===== src/rtl/cpu_defs.sv =====
// Shared encodings for the multi-cycle CPU: opcodes, controller states and the
// select codes seen by the datapath muxes and the ALU control block.
package cpu_defs;

    localparam logic [5:0] OP_RTYPE = 6'b000000;
    localparam logic [5:0] OP_LW    = 6'b100011;
    localparam logic [5:0] OP_SW    = 6'b101011;
    localparam logic [5:0] OP_BEQ   = 6'b000100;
    localparam logic [5:0] OP_ADDI  = 6'b001000;
    localparam logic [5:0] OP_J     = 6'b000010;

    typedef enum logic [3:0] {
        S_FETCH  = 4'd0,
        S_DECODE = 4'd1,
        S_MEMADR = 4'd2,
        S_MEMRD  = 4'd3,
        S_MEMWB  = 4'd4,
        S_MEMWR  = 4'd5,
        S_EXEC   = 4'd6,
        S_ALUWB  = 4'd7,
        S_BRANCH = 4'd8,
        S_ADDIEX = 4'd9,
        S_ADDIWB = 4'd10,
        S_JUMP   = 4'd11
    } state_t;

    localparam logic [1:0] SRCB_B      = 2'd0;
    localparam logic [1:0] SRCB_FOUR   = 2'd1;
    localparam logic [1:0] SRCB_IMM    = 2'd2;
    localparam logic [1:0] SRCB_IMM_SH = 2'd3;

    localparam logic [1:0] ALUOP_ADD   = 2'd0;
    localparam logic [1:0] ALUOP_SUB   = 2'd1;
    localparam logic [1:0] ALUOP_FUNCT = 2'd2;

    localparam logic [1:0] PCSRC_ALU    = 2'd0;
    localparam logic [1:0] PCSRC_ALUOUT = 2'd1;
    localparam logic [1:0] PCSRC_JUMP   = 2'd2;

    typedef struct packed {
        logic       alu_src_a;
        logic [1:0] alu_src_b;
        logic [1:0] alu_op;
        logic       pc_write;
        logic       pc_write_cond;
        logic [1:0] pc_src;
        logic       i_or_d;
        logic       mem_read;
        logic       mem_write;
        logic       ir_write;
        logic       mem_to_reg;
        logic       reg_dst;
        logic       reg_write;
        logic       illegal_op;
    } ctrl_t;

    function automatic logic is_legal_op(input logic [5:0] op);
        return (op == OP_RTYPE) || (op == OP_LW) || (op == OP_SW) ||
               (op == OP_BEQ) || (op == OP_ADDI) || (op == OP_J);
    endfunction

endpackage


===== src/rtl/multicycle_control_if.sv =====
// Controller <-> datapath bundle: opcode/memory handshake in, mux selects and
// enables out. master is the controller side, slave the datapath side.
interface multicycle_control_if;

    logic [5:0] opcode;
    logic       mem_ready;
    logic       alu_src_a;
    logic [1:0] alu_src_b;
    logic [1:0] alu_op;
    logic       pc_write;
    logic       pc_write_cond;
    logic [1:0] pc_src;
    logic       i_or_d;
    logic       mem_read;
    logic       mem_write;
    logic       ir_write;
    logic       mem_to_reg;
    logic       reg_dst;
    logic       reg_write;
    logic       illegal_op;
    logic [3:0] state_out;

    modport master (
        input  opcode, mem_ready,
        output alu_src_a, alu_src_b, alu_op, pc_write, pc_write_cond, pc_src,
               i_or_d, mem_read, mem_write, ir_write, mem_to_reg, reg_dst,
               reg_write, illegal_op, state_out
    );

    modport slave (
        output opcode, mem_ready,
        input  alu_src_a, alu_src_b, alu_op, pc_write, pc_write_cond, pc_src,
               i_or_d, mem_read, mem_write, ir_write, mem_to_reg, reg_dst,
               reg_write, illegal_op, state_out
    );

endinterface


===== src/rtl/multicycle_control.sv =====
// Moore control FSM for the multi-cycle datapath: one state per datapath cycle,
// outputs decoded from the registered state (mem_ready gates FETCH writes).
module multicycle_control
    import cpu_defs::*;
(
    input  logic                 clk,
    input  logic                 rst_n,
    multicycle_control_if.master bus
);

    state_t     state, state_nxt;
    logic [5:0] op_q;
    ctrl_t      ctrl;

    always_ff @(posedge clk) begin
        if (!rst_n) begin
            state <= S_FETCH;
            op_q  <= '0;
        end else begin
            state <= state_nxt;
            if (state == S_DECODE)
                op_q <= bus.opcode;
        end
    end

    always_comb begin
        state_nxt = S_FETCH;
        case (state)
            S_FETCH:  state_nxt = bus.mem_ready ? S_DECODE : S_FETCH;
            S_DECODE: begin
                case (bus.opcode)
                    OP_LW, OP_SW: state_nxt = S_MEMADR;
                    OP_RTYPE:     state_nxt = S_EXEC;
                    OP_BEQ:       state_nxt = S_BRANCH;
                    OP_ADDI:      state_nxt = S_ADDIEX;
                    OP_J:         state_nxt = S_JUMP;
                    default:      state_nxt = S_FETCH;
                endcase
            end
            // lw/sw split uses the opcode latched in DECODE, not the live IR
            S_MEMADR: state_nxt = (op_q == OP_SW) ? S_MEMWR : S_MEMRD;
            S_MEMRD:  state_nxt = bus.mem_ready ? S_MEMWB : S_MEMRD;
            S_MEMWR:  state_nxt = bus.mem_ready ? S_FETCH : S_MEMWR;
            S_EXEC:   state_nxt = S_ALUWB;
            S_ADDIEX: state_nxt = S_ADDIWB;
            default:  state_nxt = S_FETCH;
        endcase
    end

    always_comb begin
        ctrl = '0;
        case (state)
            S_FETCH: begin
                ctrl.mem_read  = 1'b1;
                ctrl.alu_src_b = SRCB_FOUR;
                ctrl.alu_op    = ALUOP_ADD;
                ctrl.pc_src    = PCSRC_ALU;
                ctrl.ir_write  = bus.mem_ready;
                ctrl.pc_write  = bus.mem_ready;
            end
            S_DECODE: begin
                ctrl.alu_src_b  = SRCB_IMM_SH;
                ctrl.alu_op     = ALUOP_ADD;
                ctrl.illegal_op = !is_legal_op(bus.opcode);
            end
            S_MEMADR: begin
                ctrl.alu_src_a = 1'b1;
                ctrl.alu_src_b = SRCB_IMM;
                ctrl.alu_op    = ALUOP_ADD;
            end
            S_MEMRD: begin
                ctrl.mem_read = 1'b1;
                ctrl.i_or_d   = 1'b1;
            end
            S_MEMWB: begin
                ctrl.reg_write  = 1'b1;
                ctrl.mem_to_reg = 1'b1;
            end
            S_MEMWR: begin
                ctrl.mem_write = 1'b1;
                ctrl.i_or_d    = 1'b1;
            end
            S_EXEC: begin
                ctrl.alu_src_a = 1'b1;
                ctrl.alu_src_b = SRCB_B;
                ctrl.alu_op    = ALUOP_FUNCT;
            end
            S_ALUWB: begin
                ctrl.reg_write = 1'b1;
                ctrl.reg_dst   = 1'b1;
            end
            S_BRANCH: begin
                ctrl.alu_src_a     = 1'b1;
                ctrl.alu_src_b     = SRCB_B;
                ctrl.alu_op        = ALUOP_SUB;
                ctrl.pc_write_cond = 1'b1;
                ctrl.pc_src        = PCSRC_ALUOUT;
            end
            S_ADDIEX: begin
                ctrl.alu_src_a = 1'b1;
                ctrl.alu_src_b = SRCB_IMM;
                ctrl.alu_op    = ALUOP_ADD;
            end
            S_ADDIWB: ctrl.reg_write = 1'b1;
            S_JUMP: begin
                ctrl.pc_write = 1'b1;
                ctrl.pc_src   = PCSRC_JUMP;
            end
            default: ctrl = '0;
        endcase
        // Reset masks every strobe so an aborted instruction cannot write
        if (!rst_n)
            ctrl = '0;
    end

    assign bus.alu_src_a     = ctrl.alu_src_a;
    assign bus.alu_src_b     = ctrl.alu_src_b;
    assign bus.alu_op        = ctrl.alu_op;
    assign bus.pc_write      = ctrl.pc_write;
    assign bus.pc_write_cond = ctrl.pc_write_cond;
    assign bus.pc_src        = ctrl.pc_src;
    assign bus.i_or_d        = ctrl.i_or_d;
    assign bus.mem_read      = ctrl.mem_read;
    assign bus.mem_write     = ctrl.mem_write;
    assign bus.ir_write      = ctrl.ir_write;
    assign bus.mem_to_reg    = ctrl.mem_to_reg;
    assign bus.reg_dst       = ctrl.reg_dst;
    assign bus.reg_write     = ctrl.reg_write;
    assign bus.illegal_op    = ctrl.illegal_op;
    assign bus.state_out     = rst_n ? 4'(state) : 4'd0;

endmodule


===== src/flat_wrapper.sv =====
// flat-port wrapper written by rule: the top's interface ports become plain ports
module multicycle_control_flat import cpu_defs::*;
  (clk, rst_n, bus_opcode, bus_mem_ready, bus_alu_src_a, bus_alu_src_b, bus_alu_op, bus_pc_write, bus_pc_write_cond, bus_pc_src, bus_i_or_d, bus_mem_read, bus_mem_write, bus_ir_write, bus_mem_to_reg, bus_reg_dst, bus_reg_write, bus_illegal_op, bus_state_out);
  multicycle_control_if bus_i ();
  input  logic clk;
  input  logic rst_n;
  input wire logic [$bits(bus_i.opcode)-1:0] bus_opcode;
  input wire logic [$bits(bus_i.mem_ready)-1:0] bus_mem_ready;
  output wire logic [$bits(bus_i.alu_src_a)-1:0] bus_alu_src_a;
  output wire logic [$bits(bus_i.alu_src_b)-1:0] bus_alu_src_b;
  output wire logic [$bits(bus_i.alu_op)-1:0] bus_alu_op;
  output wire logic [$bits(bus_i.pc_write)-1:0] bus_pc_write;
  output wire logic [$bits(bus_i.pc_write_cond)-1:0] bus_pc_write_cond;
  output wire logic [$bits(bus_i.pc_src)-1:0] bus_pc_src;
  output wire logic [$bits(bus_i.i_or_d)-1:0] bus_i_or_d;
  output wire logic [$bits(bus_i.mem_read)-1:0] bus_mem_read;
  output wire logic [$bits(bus_i.mem_write)-1:0] bus_mem_write;
  output wire logic [$bits(bus_i.ir_write)-1:0] bus_ir_write;
  output wire logic [$bits(bus_i.mem_to_reg)-1:0] bus_mem_to_reg;
  output wire logic [$bits(bus_i.reg_dst)-1:0] bus_reg_dst;
  output wire logic [$bits(bus_i.reg_write)-1:0] bus_reg_write;
  output wire logic [$bits(bus_i.illegal_op)-1:0] bus_illegal_op;
  output wire logic [$bits(bus_i.state_out)-1:0] bus_state_out;
  assign bus_i.opcode = bus_opcode;
  assign bus_i.mem_ready = bus_mem_ready;
  assign bus_alu_src_a = bus_i.alu_src_a;
  assign bus_alu_src_b = bus_i.alu_src_b;
  assign bus_alu_op = bus_i.alu_op;
  assign bus_pc_write = bus_i.pc_write;
  assign bus_pc_write_cond = bus_i.pc_write_cond;
  assign bus_pc_src = bus_i.pc_src;
  assign bus_i_or_d = bus_i.i_or_d;
  assign bus_mem_read = bus_i.mem_read;
  assign bus_mem_write = bus_i.mem_write;
  assign bus_ir_write = bus_i.ir_write;
  assign bus_mem_to_reg = bus_i.mem_to_reg;
  assign bus_reg_dst = bus_i.reg_dst;
  assign bus_reg_write = bus_i.reg_write;
  assign bus_illegal_op = bus_i.illegal_op;
  assign bus_state_out = bus_i.state_out;
  multicycle_control u_core (.clk(clk), .rst_n(rst_n), .bus(bus_i));
endmodule

===== config.mk =====
export PLATFORM = sky130hd
export DESIGN_NAME = multicycle_control_flat
export DESIGN_NICKNAME = d
export VERILOG_FILES = /design/src/rtl/cpu_defs.sv /design/src/rtl/multicycle_control_if.sv /design/src/rtl/multicycle_control.sv /design/src/flat_wrapper.sv
export SDC_FILE = /design/constraint.sdc
export NUM_CORES = 1
export LEC_CHECK = 0
export ABC_AREA = 1
export CAP_MARGIN = 20
export CORE_ASPECT_RATIO = 0.8
export CORE_UTILIZATION = 30
export DETAILED_ROUTE_END_ITERATION = 6
export GPL_ROUTABILITY_DRIVEN = 0
export PLACE_DENSITY_LB_ADDON = 0.05
export REMOVE_ABC_BUFFERS = 1
export SLEW_MARGIN = 20
export SYNTH_ARGS = -nofsm -noshare
export SYNTH_HDL_FRONTEND = slang
export SYNTH_SLANG_ARGS = --single-unit
export TNS_END_PERCENT = 5

===== constraint.sdc =====
create_clock -name clk -period 1.2 [get_ports clk]
set_input_delay 0.18 -clock clk [delete_from_list [all_inputs] [get_ports clk]]
set_output_delay 0.18 -clock clk [all_outputs]
set_load 0.02 [all_outputs]

==> flow_summary.json, run 1 <==
{
  "cts.sinks": 10,
  "wl_per_cell_um": 11.4,
  "ys_ff_latch": 10,
  "finalWorstSetupSlack_ns": -0.303,
  "synthTopCellsByArea": "dfxtp_1 27%, nor2_1 17%, nand2_1 15%, nand3_1 7.4%, inv_1 7.1%",
  "grt_pass1_wl_um": 3840,
  "clkTransAtPathRegs_ns": 0.06,
  "worst_slew_margin_rel_pct": 84.2,
  "period_share_pct": 125,
  "timing.hold.ws_ns": 0.290,
  "r2r_cells": 9,
  "cts_made_buffers": 3,
  "postSynthAreaPerCell_um2": 5.56,
  "die_y_um": 46.4,
  "start_kind": "flop",
  "die_w_um": 57.5,
  "hold_path.class": "input port to flop",
  "fin_nets": 207,
  "grt_remaining_overflow": 0,
  "antenna_found_initial": 0,
  "io_pins": 30,
  "drv_cap": 0,
  "synth_common_cells": "33 x nor2_1, 30 x nand2_1, 14 x inv_1",
  "drc": 2,
  "port-buffer-count": 29,
  "clockRootBuffer": "clkbuf_4",
  "yosysTopAreaCell": "dfxtp_1",
  "layout_min_cycle_time_ns": 1.50,
  "reg2reg_slack_ns": -0.04,
  "async_flop_share_pct": 0,
  "ys_warn_count": 0,
  "min_to": "u_core.op_q[5]",
  "clk_path_buf_depth": 2,
  "core_area_um2": 2230,
  "hold-path-cell-count": 4,
  "hold_start": "bus_opcode[5]",
  "postRouteAntennaNets": 0,
  "worst-path-max-fanout": 4,
  "synth_top_cell_area_share_pct": 27.1,
  "via_per_inst": 4.79,
  "finalClockSkew_ns": 0.00628,
  "dieArea_um2": 2670,
  "peakVddDrop_mv": 0.499,
  "post-synth-top-count-cell": "nor2_1",
  "drtPass1Iterations": 6,
  "synth_edf_count": 0,
  "power.density_nw_per_um2": 606,
  "r2r-end": "u_core.state[1]",
  "netlist_area_um2": 739,
  "required_ns": 1.02,
  "slew_viol_final": 0,
  "top_usage_layer": "met2",
  "track_usage_pct": 19.0,
  "instances_no_fill": 221,
  "insertion_delay_ns": 0.26,
  "power_leakage_nw": 0.762,
  "met2_usage_pct": 31.2,
  "grt_max_degree": 13,
  "synthesis.instances": 133,
  "layout-drive-gt1-share_pct": 47.4,
  "seq_area_frac_synth_pct": 27.1,
  "rows": 15,
  "rsz0062_at_grt": "yes",
  "post-place-cells": 217,
  "drt-initial-drc-count": 25,
  "grt_pass1_vias": 890,
  "syn_to_final_growth_pct": 90.9,
  "rr_startpoint": "u_core.state[3]",
  "violations": "DRC, setup timing",
  "hold_viol_final": 0,
  "pre_cts_ws_ns": -0.804,
  "num_vias": 1058,
  "fmax_mhz": 665,
  "cts_tree": "yes",
  "critPathArrivalTime_ns": 1.32,
  "synth_cell_type_count": 18,
  "crit_type": "flop to output port",
  "routed_wl_um": 2530,
  "diodes": 0,
  "tightest_slew_ns": 0.237,
  "status": "complete, but fails checks",
  "grt_use_met1_pct": 26.2,
  "initial_core_util_pct": 33.1,
  "dp_hpwl_um": 1920,
  "end_kind": "output port",
  "synthFlopType": "dfxtp_1",
  "postCtsHoldBufs": 0,
  "gr-usage-met3_pct": 4.21,
  "setup_viol": 19,
  "htreeDepth": 1
}
-- flip-flops by register name, summed over array words and instances, names as in the netlist --
name,flops
u_core.op_q,6
u_core.state,4
-- report_power, final --
part | switching [mW] | internal (mW) | leakage, nW
sequential | 0.0181 | 0.345 | 0.0849
clock | 0.111 | 0.116 | 0.0138
combinational | 0.137 | 0.128 | 0.663
-- worst max-delay path by stage --
| stage | startpoint | end | slack [ns] | cells after the start |
|---|---|---|---|---|
| floorplan | u_core.state[1] | bus_alu_op[0] | -0.72 | 3 |
| global placement | bus_opcode[5] | bus_illegal_op | -0.75 | 7 |
| detailed placement | rst_n | bus_alu_op[0] | -0.80 | 4 |
| CTS | u_core.state[3] | bus_alu_src_b[1] | -0.34 | 6 |
| global route | u_core.state[3] | bus_reg_write | -0.37 | 7 |
| finish | u_core.state[1] | bus_illegal_op | -0.30 | 6 |
-- kinds of logic (layout without fill, tap and decap cells) --
| family | count (synthesis) | in the layout | share of synthesized area [%] |
|---|---|---|---|
| AOI/OAI and AO/OA | 17 | 17 | 12.2 |
| and+or+nand+nor | 82 | 82 | 46.5 |
| buffers and inverters | 24 | 87 | 14.2 |
| DFF | 10 | 10 | 27.1 |
-- timing repair --
| item | in CTS | in global routing |
|---|---|---|
| pin swaps | 4 | 7 |
| buffers inserted | 1 | 0 |
| gates resized for setup | 115 | 38 |
| cloned | 0 | 0 |
| endpoints found under the setup margin | 27 | 24 |
-- metal layers --
layer | wire [um] | up-vias | part of all wire, %
li1 | - | 550 | -
met3 | 176 | 2 | 7.0
met5 | 0 | - | 0
met4 | 13 | 0 | 0.51
met2 | 1110 | 35 | 44
met1 | 1220 | 471 | 48
-- placed cells by master (no fill, tap or decap) --
cell and n:
a211oi_1 1, a21oi_1 8, a21oi_2 1, a31oi_1 1
a31oi_2 1, buf_2 3, buf_4 49, buf_6 5
clkbuf_4 3, clkdlybuf4s50_1 4, dfxtp_1 6, dfxtp_4 4
dlygate4sd2_1 1, dlymetal6s2s_1 3, inv_1 11, inv_2 6
inv_4 1, inv_8 1, nand2_1 26, nand2_2 3
nand2_4 1, nand2_8 1, nand3_1 6, nand3_2 5
nand4_1 3, nor2_1 28, nor2_2 3, nor2_4 4
nor3_2 2, o21ai_1 5
-- worst max-delay path: stages, from the launching register on --
cell and delay, ns:
dfxtp_4 0.36, inv_8 0.08, nand2_8 0.06, nor2_4 0.17, nand4_1 0.13, nor2_1 0.12, buf_4 0.15
-- area by class of cell --
cell class | instances | area, um2
fill | 199 | 822
multi-input combinational | 99 | 536
timing repair buffer | 65 | 526
sequential | 10 | 215
inverter | 19 | 81.3
tap | 25 | 31.3
clock buffer | 3 | 22.5
-- metrics by stage --
step / utilization (%) / cell area [um2] / total power, mW / setup TNS (ns)
2_1_floorplan: - / 706 / 0.474 / -2.56
3_3_place_gp: 57.8 / 1290 / 0.615 / -14.71
3_5_place_dp: 57.8 / 1290 / 0.618 / -15.37
4_1_cts: 57.6 / 1290 / 0.849 / -4.18
5_1_grt: 63.2 / 1410 / 0.908 / -5.41
6_report: 63.2 / 1410 / 0.855 / -3.72
(Power assumes the default switching activity.)
==> run 2: changes to the inputs <==
- RECOVER_POWER: default -> 50
==> results of run 2 <==
Same layout as run 1: the final DEF is identical, and so are final timing and power.
